**config.mk**
```make
export PLATFORM = sky130hd
export DESIGN_NAME = booth_pp_accumulator
export DESIGN_NICKNAME = d
export VERILOG_FILES = /design/src/rtl/booth_pkg.sv /design/src/rtl/pp_shift_adder.sv /design/src/rtl/booth_pp_accumulator.sv
export SDC_FILE = /design/constraint.sdc
export NUM_CORES = 1
export LEC_CHECK = 0
export CORE_MARGIN = 3
export CORE_UTILIZATION = 50
export CTS_BUF_LIST = sky130_fd_sc_hd__clkbuf_16
export DETAILED_ROUTE_END_ITERATION = 6
export PLACE_DENSITY = 0.74
export SETUP_SLACK_MARGIN = 0.5
export SLEW_MARGIN = 20
export SYNTH_ARGS = -nofsm -noshare
export SYNTH_HDL_FRONTEND = slang
export SYNTH_HIERARCHICAL = 1
export SYNTH_SLANG_ARGS = --single-unit
```
**constraint.sdc**
```tcl
create_clock -name clk -period 4.65 [get_ports clk]
set_clock_uncertainty 0.15 [all_clocks]
set_input_delay 1.1625 -clock clk [delete_from_list [all_inputs] [get_ports clk]]
set_output_delay 1.1625 -clock clk [all_outputs]
set_load 0.01 [all_outputs]
```
**src/rtl/booth_pkg.sv**
```systemverilog
// Shared constants, state encoding and sign-extension helper for the Booth
// partial-product accumulator.
package booth_pkg;

  localparam int unsigned X_WIDTH_DEF = 8;
  localparam int unsigned Y_WIDTH_DEF = 8;

  // Working width of sext_pp; products wider than this are not supported.
  localparam int unsigned SEXT_W = 64;

  function automatic int unsigned n_pp_of(input int unsigned y_width);
    return y_width / 2;
  endfunction

  function automatic int unsigned cnt_w_of(input int unsigned n_pp);
    return (n_pp > 1) ? $clog2(n_pp) : 1;
  endfunction

  localparam int unsigned N_PP  = n_pp_of(Y_WIDTH_DEF);
  localparam int unsigned CNT_W = cnt_w_of(N_PP);

  typedef logic [1:0] state_t;
  localparam state_t StIdle = 2'd0;
  localparam state_t StAcc  = 2'd1;
  localparam state_t StDone = 2'd2;

  // Sign-extend a pp_w-bit partial product and fold in its +1 correction.
  // Callers truncate the result to their product width.
  function automatic logic [SEXT_W-1:0] sext_pp(input logic [SEXT_W-1:0] pp_in,
                                                input int unsigned       pp_w,
                                                input logic              pp_neg);
    logic [SEXT_W-1:0] v;
    logic              sign;
    sign = pp_in[pp_w-1];
    for (int unsigned i = 0; i < SEXT_W; i++) begin
      v[i] = (i < pp_w) ? pp_in[i] : sign;
    end
    return v + SEXT_W'(pp_neg);
  endfunction

endpackage

```
**src/rtl/pp_shift_adder.sv**
```systemverilog
// Combinational weighted add: sum = acc + ((sext(pp) + pp_neg) << 2*cnt),
// all modulo 2^PWidth.
module pp_shift_adder
  import booth_pkg::*;
#(
  parameter int unsigned PpWidth = 10,
  parameter int unsigned PWidth  = 16,
  parameter int unsigned CntW    = 2
) (
  input  logic [PWidth-1:0]  acc_i,
  input  logic [PpWidth-1:0] pp_i,
  input  logic               pp_neg_i,
  input  logic [CntW-1:0]    cnt_i,
  output logic [PWidth-1:0]  sum_o
);

  logic [PWidth-1:0] term;
  logic [CntW:0]     shamt;

  // Radix-4 digit i carries weight 4^i, i.e. a shift of 2*i.
  always_comb begin
    term  = PWidth'(sext_pp(SEXT_W'(pp_i), PpWidth, pp_neg_i));
    shamt = {cnt_i, 1'b0};
    sum_o = acc_i + (term << shamt);
  end

endmodule

```
**src/rtl/booth_pp_accumulator.sv**
```systemverilog
// Accumulates serial radix-4 Booth partial products (LS digit first) into a
// signed product and hands it off over a valid/ready handshake.
module booth_pp_accumulator
  import booth_pkg::*;
#(
  parameter int unsigned X_WIDTH = X_WIDTH_DEF,
  parameter int unsigned Y_WIDTH = Y_WIDTH_DEF,
  parameter int unsigned P_WIDTH = X_WIDTH + Y_WIDTH
) (
  input  logic               clk,
  input  logic               rst,
  input  logic               clear,
  input  logic               in_valid,
  output logic               in_ready,
  input  logic [X_WIDTH+1:0] pp,
  input  logic               pp_neg,
  output logic [P_WIDTH-1:0] product,
  output logic               out_valid,
  input  logic               out_ready
);

  localparam int unsigned NPp  = n_pp_of(Y_WIDTH);
  localparam int unsigned CntW = cnt_w_of(NPp);
  localparam logic [CntW-1:0] LastCnt = CntW'(NPp - 1);

  state_t             state_q, state_d;
  logic [P_WIDTH-1:0] acc_q, acc_d;
  logic [CntW-1:0]    cnt_q, cnt_d;

  logic               transfer;
  logic               in_idle;
  logic [P_WIDTH-1:0] add_acc;
  logic [CntW-1:0]    add_cnt;
  logic [P_WIDTH-1:0] sum;

  // The first digit starts from zero at weight 1 regardless of leftover state.
  always_comb begin
    in_idle  = (state_q == StIdle);
    add_acc  = in_idle ? '0 : acc_q;
    add_cnt  = in_idle ? '0 : cnt_q;
    transfer = in_valid && in_ready;
  end

  pp_shift_adder #(
    .PpWidth(X_WIDTH + 2),
    .PWidth (P_WIDTH),
    .CntW   (CntW)
  ) u_adder (
    .acc_i   (add_acc),
    .pp_i    (pp),
    .pp_neg_i(pp_neg),
    .cnt_i   (add_cnt),
    .sum_o   (sum)
  );

  // Next-state: clear overrides everything; gap cycles hold acc and cnt.
  always_comb begin
    state_d = state_q;
    acc_d   = acc_q;
    cnt_d   = cnt_q;
    if (clear) begin
      state_d = StIdle;
      acc_d   = '0;
      cnt_d   = '0;
    end else begin
      case (state_q)
        StIdle: begin
          if (transfer) begin
            acc_d   = sum;
            cnt_d   = CntW'(1);
            state_d = (NPp == 1) ? StDone : StAcc;
          end
        end
        StAcc: begin
          if (transfer) begin
            acc_d = sum;
            cnt_d = cnt_q + CntW'(1);
            if (cnt_q == LastCnt) state_d = StDone;
          end
        end
        StDone: begin
          if (out_ready) begin
            state_d = StIdle;
            acc_d   = '0;
            cnt_d   = '0;
          end
        end
        default: begin
          state_d = StIdle;
          acc_d   = '0;
          cnt_d   = '0;
        end
      endcase
    end
  end

  // State registers with asynchronous active-low reset.
  always_ff @(posedge clk or negedge rst) begin
    if (!rst) begin
      state_q <= StIdle;
      acc_q   <= '0;
      cnt_q   <= '0;
    end else begin
      state_q <= state_d;
      acc_q   <= acc_d;
      cnt_q   <= cnt_d;
    end
  end

  // Outputs decode directly from state so reset takes effect without a clock.
  always_comb begin
    out_valid = (state_q == StDone);
    in_ready  = !out_valid;
    product   = out_valid ? acc_q : '0;
  end

endmodule

```
==> summary.md, run 1 <==
| Metric | Value |
|---|---|
| Num ports | `34` |
| CTS tree | `yes` |
| Worst Max-Slew Pin Slew | `1000 ps` |
| Internal power | `0.000459 W` |
| Die ar. | `0.00582 mm2` |
| Post-layout util | `0.678` |
| Clock buffer depth | `2` |
| Clk pwr share | `0.369` |
| Clock sink count | `20` |
| Worst-path clk slew | `60 ps` |
| Seq cells post-synth | `20` |
| First-pass GRT wire length | `11000 um` |
| Slew headroom | `0.330` |
| Mapped Nets | `339` |
| Worst-Skew Late Latency | `roughly 260 ps` |
| Number of buffers created by CTS | `3` |
| Number of port buffers | `33` |
| Min Clock Period, post-route | `3970 ps` |
| Switching share of power | `0.311` |
| Synth Warn # | `6` |
| Net switching power | `0.000207 W` |
| Row cnt | `24` |
| Via count | `2406` |
| Initial core utilization | `0.541` |
| Ratio of cells with drive above 1 in the final layout | `0.158` |
| Final hold viol count | `0` |
| RSZ-0062 raised after global routing | `false` |
| VDD IR max | `0.000178 V` |
| CTS Root Cell | `clkbuf_16` |
| Highest clock rate | `252 MHz` |
| Die width | `between 70 and 80 um` |
| Combinational share of power | `0.328` |
| Worst setup SP type | `primary input` |
| DRC | `0` |
| Grt ovf | `0` |
| Fraction of registers with async set/reset | `1.00` |
| Routed WL | `6380 um` |
| Pre-antenna DRT Iters | `4` |
| P_leak | `1.33 nW` |
| Total power | `0.000666 W` |
| CP Capture Type | `flop` |
| Layout Nets | `371` |
| Mean post-synth cell area | `8.13 um2` |
| Syn Inst Count | `304` |
| Seq pwr share | `0.303` |
| Largest net degree at the start of global routing | `21` |
| Distinct cells, synth | `64` |
| Slew Limit Fails | `0` |
| Post-synth EDFFs | `0` |
| Worst EP arrival | `3980 ps` |
| Crit path kind | `primary input to flop` |
| N_diodes | `0` |
| Vias/cell | `6.02` |
| Vias in the first global route | `2316` |
| Max-cap viol count | `0` |
| Die Y | `76.3 um` |
| Sequential share of the synthesized area | `0.203` |
| WL/cell | `between 15 and 20 um` |
| Detailed placer's ending HPWL | `between 4000 and 5000 um` |
| Initial DRC Count | `approximately 130` |
| GPL Wtd Cong | `0.970` |
| Syn-to-layout area delta | `25.3%` |
| Top_reg_cell synth | `dfrtp_1` |
| Worst Path Max Fanout | `4` |
| Antenna viol nets, final | `0` |
| Critical Path RT | `4650 ps` |
| Initial antenna violation count | `0` |
| H-tree levels | `1` |
| Hold Crit Class | `flop to flop` |
| Tcrit/Tclk final | `0.855` |
| Status | `completed` |
| Power per Cell Area | `215 mW/mm2` |
| Reg2reg setup slack | `950 ps` |
| Final setup violation count | `0` |
| Cell Area, Synth | `0.00247 mm2` |
| Core ar. | `0.00456 mm2` |
| GRT Total Usage | `0.223` |
==> sequential cells by signal, indices dropped and copies added (netlist names) <==
signal / cells
acc_q: 16
cnt_q: 2
state_q: 2
==> timing repair <==
action                                  4_1_cts  5_1_grt
cloned                                        0        0
resized for setup                            20       17
pin swaps                                     9        0
buffers inserted                              4        0
hold buffers                                  0        0
endpoints found under the setup margin        7        8
==> worst max-delay path, cell delays in order <==
cell and delay [ps]:
dlygate4sd2_1 280, ha_2 340, inv_1 50, nor3_1 150
ha_1 230, inv_1 60, fa_1 410, nor2b_1 210
o2111ai_2 210, a21boi_2 270, nor4_1 70, a311o_1 320
a22o_2 230
==> cell usage in the layout, fill, tap and decap left out, types with 8 or more instances in the layout <==
cell type,synthesis,routed
and2_1,20,20
nor2b_1,21,19
xnor2_1,8,8
a21oi_1,23,21
nand3_1,8,8
nand2_1,22,22
inv_1,13,13
ha_1,18,14
a22o_1,11,11
dfrtp_1,20,20
buf_4,2,10
nor2_1,16,15
clkdlybuf4s50_1,0,23
==> power by group through the flow <==
stage / registers (W) / clock network, W / logic (W)
after floorplan: 0.000199 / 0 / 0.000150
after global placement: 0.000204 / 0 / 0.000197
after detailed placement: 0.000205 / 0 / 0.000201
after CTS: 0.000202 / 0.000249 / 0.000214
after global routing: 0.000204 / 0.000257 / 0.000242
final: 0.000202 / 0.000246 / 0.000218
==> stage by stage <==
step	TNS (ps)	cell area, um2	hold WS (ps)	setup slack [ps]	std cells
final	0	3100	368	676	400
after global routing	0	3100	391	512	400
after CTS	0	3060	373	515	400
after detailed placement	-52.9	2850	354	-52.9	392
after global placement	-27.1	2850	350	-27.1	392
after floorplan	0	2470	329	709	304
==> cell usage after synthesis (2+ instances only) <==
cell | number | share of area
a211oi_1 | 5 | 0.015
a21o_1 | 5 | 0.015
a21oi_1 | 23 | 0.047
a22o_1 | 11 | 0.039
a22o_2 | 6 | 0.024
a31oi_1 | 7 | 0.018
and2_1 | 20 | 0.051
and3_1 | 2 | 0.0051
buf_2 | 2 | 0.0041
buf_4 | 2 | 0.0061
clkbuf_1 | 10 | 0.015
dfrtp_1 | 20 | 0.20
ha_1 | 18 | 0.091
inv_1 | 13 | 0.020
mux2_2 | 5 | 0.023
mux2i_1 | 6 | 0.024
nand2_1 | 22 | 0.033
nand3_1 | 8 | 0.016
nand4_2 | 2 | 0.010
nand4b_1 | 2 | 0.0071
nor2_1 | 16 | 0.024
nor2b_1 | 21 | 0.053
nor3_1 | 4 | 0.0081
nor3_2 | 2 | 0.0081
nor4_1 | 2 | 0.0051
o2111ai_1 | 2 | 0.0071
o211ai_1 | 3 | 0.0091
o21a_1 | 2 | 0.0061
o21ai_0 | 5 | 0.010
o21ai_1 | 3 | 0.0061
o21bai_1 | 4 | 0.012
o22ai_1 | 4 | 0.010
o2bb2ai_1 | 2 | 0.0071
o31ai_1 | 3 | 0.0091
xnor2_1 | 8 | 0.028
xor2_1 | 6 | 0.021
==> per-layer routing <==
metal,global-route usage,part of all wire,vias up
met2,0.383,0.47,66
li1,-,-,1193
met1,0.293,0.47,1137
met3,0.0366,0.045,10
met5,0,0,-
met4,0.0489,0.016,0
==> cell type report <==
| cell class | instances | area (um2) |
|---|---|---|
| Multi-Input combinational cell | 254 | 1950 |
| Fill cell | 400 | 1470 |
| Sequential cell | 20 | 500 |
| Timing Repair Buffer | 43 | 408 |
| Tap cell | 65 | 81.3 |
| Clock buffer | 3 | 75.1 |
| Inverter | 14 | 52.6 |
| Clock inverter | 1 | 30.0 |
==> path summary, 6_finish.rpt <==
kind / cells after the start / endpoint / startpoint
setup / recovery: 13 / acc_q[8] / pp[0]
hold / removal: 1 / acc_q[0] / acc_q[0]
setup reg to reg: 13 / acc_q[12] / state_q[0]
hold reg to reg: 1 / acc_q[0] / acc_q[0]
max in group asynchronous: 1 / acc_q[14] / rst
min in group asynchronous: 1 / acc_q[2] / rst
==> cell families after synthesis <==
logic type | after synthesis | share of synthesized area
AOI/OAI and AO/OA | 98 | 0.292
and+or+nand+nor | 111 | 0.252
xor gates and xnor gates | 14 | 0.0496
adders and majority gates | 19 | 0.0992
muxes | 12 | 0.0516
DFF | 20 | 0.203
buffers and inverters | 30 | 0.0527
(Power assumes the default switching activity.)
==> run 2: changes to the inputs <==
--- a/config.mk
+++ b/config.mk
@@ -8,6 +8,7 @@
 export CORE_MARGIN = 3
 export CORE_UTILIZATION = 50
 export CTS_BUF_LIST = sky130_fd_sc_hd__clkbuf_16
+export CTS_CLUSTER_SIZE = 20
 export DETAILED_ROUTE_END_ITERATION = 6
 export PLACE_DENSITY = 0.74
 export SETUP_SLACK_MARGIN = 0.5
==> results of run 2 <==
No change in the layout: final DEF, timing and power equal those of run 1.
